--- src/rtl/br_flush_ctrl.sv ---
// -----------------------------------------------------------------------------
// br_flush_ctrl
//   Branch-mispredict flush controller. It records the oldest outstanding taken
//   branch (predict-not-taken policy, so "taken" means mispredicted). When that
//   branch commits at the ROB head, it issues a one-cycle flush/redirect pulse.
//   It then stalls dispatch for RECOVER_CYCLES cycles before returning to idle.
//
// Ports
//   clk            : single clock, rising-edge active
//   rst            : asynchronous active-high reset
//   br_valid       : branch result valid from the branch execute unit
//   br_en          : branch resolved taken (mispredict flag)
//   br_rob_idx     : ROB index of the resolved branch
//   br_pc_new      : redirect target of the resolved branch
//   rob_head_idx   : current ROB head index
//   rob_commit     : ROB head entry commits this cycle
//   flush          : one-cycle pulse clearing ROB/RS/rename/fetch queue
//   redirect_valid : one-cycle pulse loading redirect_pc into the fetch PC
//   redirect_pc    : redirect target, zero whenever redirect_valid is low
//   dispatch_stall : blocks fetch/dispatch during flush and recovery
//   busy           : high in any state other than IDLE
// -----------------------------------------------------------------------------
module br_flush_ctrl #(
  parameter int ROB_DEPTH      = 16,
  parameter int ROB_IDX_W      = 4,
  parameter int RECOVER_CYCLES = 2
) (
  input  logic                 clk,
  input  logic                 rst,
  input  logic                 br_valid,
  input  logic                 br_en,
  input  logic [ROB_IDX_W-1:0] br_rob_idx,
  input  logic [31:0]          br_pc_new,
  input  logic [ROB_IDX_W-1:0] rob_head_idx,
  input  logic                 rob_commit,
  output logic                 flush,
  output logic                 redirect_valid,
  output logic [31:0]          redirect_pc,
  output logic                 dispatch_stall,
  output logic                 busy
);

  typedef enum logic [1:0] {
    ST_IDLE    = 2'd0,
    ST_PENDING = 2'd1,
    ST_FLUSH   = 2'd2,
    ST_RECOVER = 2'd3
  } state_t;

  localparam logic [ROB_IDX_W-1:0] IDX_MASK = ROB_IDX_W'(ROB_DEPTH - 1);
  localparam logic [3:0]           CNT_LOAD = 4'(RECOVER_CYCLES);

  state_t               state_r, state_s;
  logic [ROB_IDX_W-1:0] pend_idx_r, pend_idx_s;
  logic [31:0]          pend_pc_r, pend_pc_s;
  logic [3:0]           cnt_r, cnt_s;

  // Age compare relative to the ROB head: distance from head wraps modulo
  // ROB_DEPTH, so a smaller distance means an older entry.
  function automatic logic is_older(input logic [ROB_IDX_W-1:0] a,
                                    input logic [ROB_IDX_W-1:0] b,
                                    input logic [ROB_IDX_W-1:0] head);
    logic [ROB_IDX_W-1:0] dist_a;
    logic [ROB_IDX_W-1:0] dist_b;
    dist_a = (a - head) & IDX_MASK;
    dist_b = (b - head) & IDX_MASK;
    return (dist_a < dist_b);
  endfunction

  // Next-state, pending-branch and recovery-counter logic.
  always_comb begin
    state_s    = state_r;
    pend_idx_s = pend_idx_r;
    pend_pc_s  = pend_pc_r;
    cnt_s      = cnt_r;
    case (state_r)
      ST_IDLE: begin
        // Commit is deliberately not looked at here: matching starts only
        // once the branch has been captured.
        if (br_valid && br_en) begin
          pend_idx_s = br_rob_idx;
          pend_pc_s  = br_pc_new;
          state_s    = ST_PENDING;
        end else begin
          state_s = ST_IDLE;
        end
      end
      ST_PENDING: begin
        // A commit of the pending branch wins over any same-cycle mispredict.
        if (rob_commit && (rob_head_idx == pend_idx_r)) begin
          state_s = ST_FLUSH;
        end else if (br_valid && br_en &&
                     is_older(br_rob_idx, pend_idx_r, rob_head_idx)) begin
          pend_idx_s = br_rob_idx;
          pend_pc_s  = br_pc_new;
          state_s    = ST_PENDING;
        end else begin
          state_s = ST_PENDING;
        end
      end
      ST_FLUSH: begin
        state_s = ST_RECOVER;
        cnt_s   = CNT_LOAD;
      end
      ST_RECOVER: begin
        // Everything arriving now is wrong-path and is dropped.
        if (cnt_r <= 4'd1) begin
          state_s = ST_IDLE;
          cnt_s   = 4'd0;
        end else begin
          state_s = ST_RECOVER;
          cnt_s   = cnt_r - 4'd1;
        end
      end
      default: begin
        state_s = ST_IDLE;
        cnt_s   = 4'd0;
      end
    endcase
  end

  // State, pending-branch and counter registers.
  always_ff @(posedge clk or posedge rst) begin
    if (rst) begin
      state_r    <= ST_IDLE;
      pend_idx_r <= '0;
      pend_pc_r  <= 32'd0;
      cnt_r      <= 4'd0;
    end else begin
      state_r    <= state_s;
      pend_idx_r <= pend_idx_s;
      pend_pc_r  <= pend_pc_s;
      cnt_r      <= cnt_s;
    end
  end

  // Output registers decoded from the next state, so each output lines up
  // with the state it belongs to while having no input-to-output path.
  always_ff @(posedge clk or posedge rst) begin
    if (rst) begin
      flush          <= 1'b0;
      redirect_valid <= 1'b0;
      redirect_pc    <= 32'd0;
      dispatch_stall <= 1'b0;
      busy           <= 1'b0;
    end else begin
      flush          <= (state_s == ST_FLUSH);
      redirect_valid <= (state_s == ST_FLUSH);
      redirect_pc    <= (state_s == ST_FLUSH) ? pend_pc_r : 32'd0;
      dispatch_stall <= (state_s == ST_FLUSH) || (state_s == ST_RECOVER);
      busy           <= (state_s != ST_IDLE);
    end
  end

endmodule

--- config.mk ---
export PLATFORM = sky130hd
export DESIGN_NAME = br_flush_ctrl
export DESIGN_NICKNAME = d
export VERILOG_FILES = /design/src/rtl/br_flush_ctrl.sv
export SDC_FILE = /design/constraint.sdc
export NUM_CORES = 1
export LEC_CHECK = 0
export CAP_MARGIN = 20
export CORE_MARGIN = 3
export CORE_UTILIZATION = 46
export CTS_BUF_LIST = sky130_fd_sc_hd__clkbuf_8 sky130_fd_sc_hd__clkbuf_16
export CTS_CLUSTER_SIZE = 24
export DETAILED_ROUTE_END_ITERATION = 8
export GPL_TIMING_DRIVEN = 0
export PLACE_DENSITY_LB_ADDON = 0.3
export SYNTH_ARGS = -nofsm -noshare
export SYNTH_HDL_FRONTEND = slang
export SYNTH_SLANG_ARGS = --single-unit
--- constraint.sdc ---
create_clock -name clk -period 2.6 [get_ports clk]
set_input_delay 0.39 -clock clk [delete_from_list [all_inputs] [get_ports clk]]
set_output_delay 0.39 -clock clk [all_outputs]
set_load 0.03 [all_outputs]
==> flow_metrics.py <==
metrics = {
    "floorplan": {
        "fp.dieW_um": 97.2,
        "core_area_mm2": 0.00789,
        "die_area_mm2": 0.00946,
        "num_rows": 32,
        "initial_utilization_pct": 48.6,
        "die_h_um": 97.2,
        "pin_count": 81,
    },
    "global_routing": {
        "grt_pass1_vias": 3104,
        "grt_pass1_wl_um": 15100,
        "antenna_found_initial": 0,
        "grt_max_degree": 41,
        "gr-usage-all-layers_pct": 19.6,
        "grt.overflow.total": 0,
    },
    "clocking": {
        "clock_latency_ps": 350,
        "cts_tree": "yes",
        "cts_buffers": 9,
        "cts_sinks": 76,
        "cts_root_buf": "clkbuf_8",
        "cts_hold_buffers": 0,
        "h-tree-depth": 3,
        "path_clk_slew_ps": 80,
        "clockBufferDepth": 2,
    },
    "routing": {
        "first_pass_iters": 4,
        "drtAntennaViolNets": 0,
        "vias": 3054,
        "wl_um": 8790,
        "avgRoutedWirePerCell_um": 15.6,
        "vias_per_cell": 5.41,
        "drt_iter0_markers": 109,
        "drc": 0,
    },
    "placement": {
        "routabilityCongestion": 0.807,
        "dp_hpwl_um": 5940,
        "io_buffers": 80,
    },
    "worst_setup_path": {
        "startpoint": "pend_idx_r[0]",
        "r2r_cells": 13,
        "start_kind": "flop",
        "rr_startpoint": "pend_idx_r[0]",
        "crit_type": "reg2reg",
        "cp.required_ps": 2850,
        "path_max_fanout": 6,
        "cp.arrival_ps": 2810,
        "critPathCaptureType": "flop",
    },
    "timing": {
        "finalSetupViolations": 0,
        "hold_slack_ps": 410,
        "setup-tns-final_ps": 0,
        "relSlewSlack_pct": 62.2,
        "period_share_pct": 98.4,
        "drv_slew": 0,
        "finalClockSkew_ps": 15.3,
        "grt_setup_unrepaired": "yes",
        "fmax_ghz": 0.391,
        "fin_crit_ps": 2560,
        "finalHoldViolCount": 0,
        "worst_slew_pin_slew_ps": 558,
    },
    "synth": {
        "synthDistinctLibCells": 39,
        "synth_area_mm2": 0.00383,
        "synth_area_per_cell_um2": 11.0,
        "syn_inst": 348,
        "synthTopCellsByArea": "dfrtp_1, o211ai_2, o2111ai_1, nand2_1, and2_1",
        "synth_edf_count": 0,
        "ys_seq_area_share_pct": 49.7,
        "async_flop_share_pct": 100,
        "synth_top_area_cell": "dfrtp_1",
        "synth_warnings": 0,
        "ys_ff_latch": 76,
        "synth_top_flop_cell": "dfrtp_1",
        "syn-num-nets": 406,
        "yosys.area.top_type_share_pct": 49.7,
    },
    "pwr": {
        "pwr_density_cell_mw_per_mm2": 1020,
        "p_leak_nw": 2.36,
        "max-vdd-ir-drop_mv": 0.463,
    },
    "finish": {
        "diodes": 0,
        "area_delta_synth_final_pct": 36.5,
        "fillCellCount": 614,
        "nNetsFinal": 516,
        "drive_above_1_share_pct": 21.4,
    },
    "hold_path": {
        "min_path_type": "in2async",
    },
    "flow_run": {
        "maxCapViolCount": 0,
    },
    "outcome": {
        "status": "finished clean",
    },
}
-- cell type report --
| cell class | count | area [um^2] | area share, % |
|---|---|---|---|
| Buffer | 29 | 188 | 3.59 |
| Clock buffer | 10 | 138 | 2.63 |
| Clock inverter | 6 | 63.8 | 1.22 |
| Inverter | 13 | 51.3 | 0.981 |
| Multi-Input combinational cell | 230 | 1750 | 33.5 |
| Sequential cell | 76 | 1900 | 36.4 |
| Tap cell | 102 | 128 | 2.44 |
| Timing Repair Buffer | 99 | 1000 | 19.2 |
-- logic make-up after synthesis --
logic type / Yosys count / share of synthesized area [%]
AOI/OAI and AO/OA: 89 / 22.7
xor gates and xnor gates: 7 / 1.80
and+or+nand+nor: 120 / 15.5
muxes: 1 / 0.261
buffers and inverters: 42 / 5.49
adders and majority gates: 13 / 4.64
DFF: 76 / 49.7
-- metal layers --
layer  GRT usage, %  part of all wire, %  vias to the layer above
li1               -                    -                     1460
met4           7.03                  1.3                        0
met2           31.7                   48                       95
met5              0                    0                        -
met3           3.88                  5.2                       10
met1           26.5                   45                     1489
-- placed cells by master (no fill, tap or decap), types with 3 or more instances in the layout --
cell and n:
nor2_1 5, o211ai_2 30, buf_2 3, o211ai_1 6, xnor2_1 5, clkbuf_8 10, inv_1 11, nand2_1 72
o2111ai_1 36, ha_1 8, clkbuf_2 9, clkbuf_1 11, dfrtp_1 76, buf_12 6, clkdlybuf4s50_1 76, inv_2 3
a21o_1 3, dlygate4sd2_1 4, buf_4 16, and2_1 32
-- final timing paths --
path / end / slack, ps
min: pend_pc_r[13] / 410
max: pend_idx_r[0] / 40
max reg2reg: pend_idx_r[0] / 40
min reg2reg: redirect_pc[22] / 470
min in group clk: redirect_pc[22] / 470
max in group asynchronous: cnt_r[2] / 1620
-- flip-flops by register name, indices dropped and copies added, names as in the netlist --
register	cells
pend_pc_r	32
busy	1
redirect_pc	32
state_r	1
dispatch_stall	1
pend_idx_r	4
cnt_r	4
redirect_valid	1
-- cells in the mapped netlist, types with 3 or more instances --
cell type and count:
buf_8 3, nor2_1 5, and2_1 32, o2111ai_1 36, o211ai_1 6, dfrtp_1 76
o211ai_2 30, xnor2_1 5, a21oi_1 4, inv_1 13, clkbuf_1 20, nand2_1 72
ha_1 11, buf_2 3, a21o_1 3
-- worst max-delay path: stages (launching register included) --
cell and delay (ps):
dfrtp_1 380, inv_2 70, ha_1 140, inv_1 60, fa_1 490, inv_2 50
ha_4 260, a211oi_4 60, buf_12 130, o211a_1 220, buf_6 140, buf_4 130
buf_6 120, o311ai_2 230
-- through the flow --
step                      setup slack (ps)  instances  power, W  cell area [um^2]  utilization [%]
final                                 42.4        565   0.00535              5230             66.3
after global routing                 -42.0        565   0.00572              5230             66.3
after CTS                             19.8        563   0.00534              5210             66.1
after detailed placement              -845        531   0.00390              4780             60.6
after global placement                -995        530   0.00382              4760             60.3
after floorplan                        103        348   0.00333              3830                -
-- where the power goes --
group	leakage, nW	internal, W	switching [W]
Sequential	0.989	0.00153	0.000176
Clock	0.109	0.000470	0.000449
Combinational	1.26	0.00128	0.00146
-- timing repair --
action	in CTS	in global routing
pin swaps	4	2
buffers inserted	15	2
resized for setup	26	1
setup endpoints to repair	36	31
gates cloned	1	0
No activity file was read; power rests on OpenSTA's default activity.
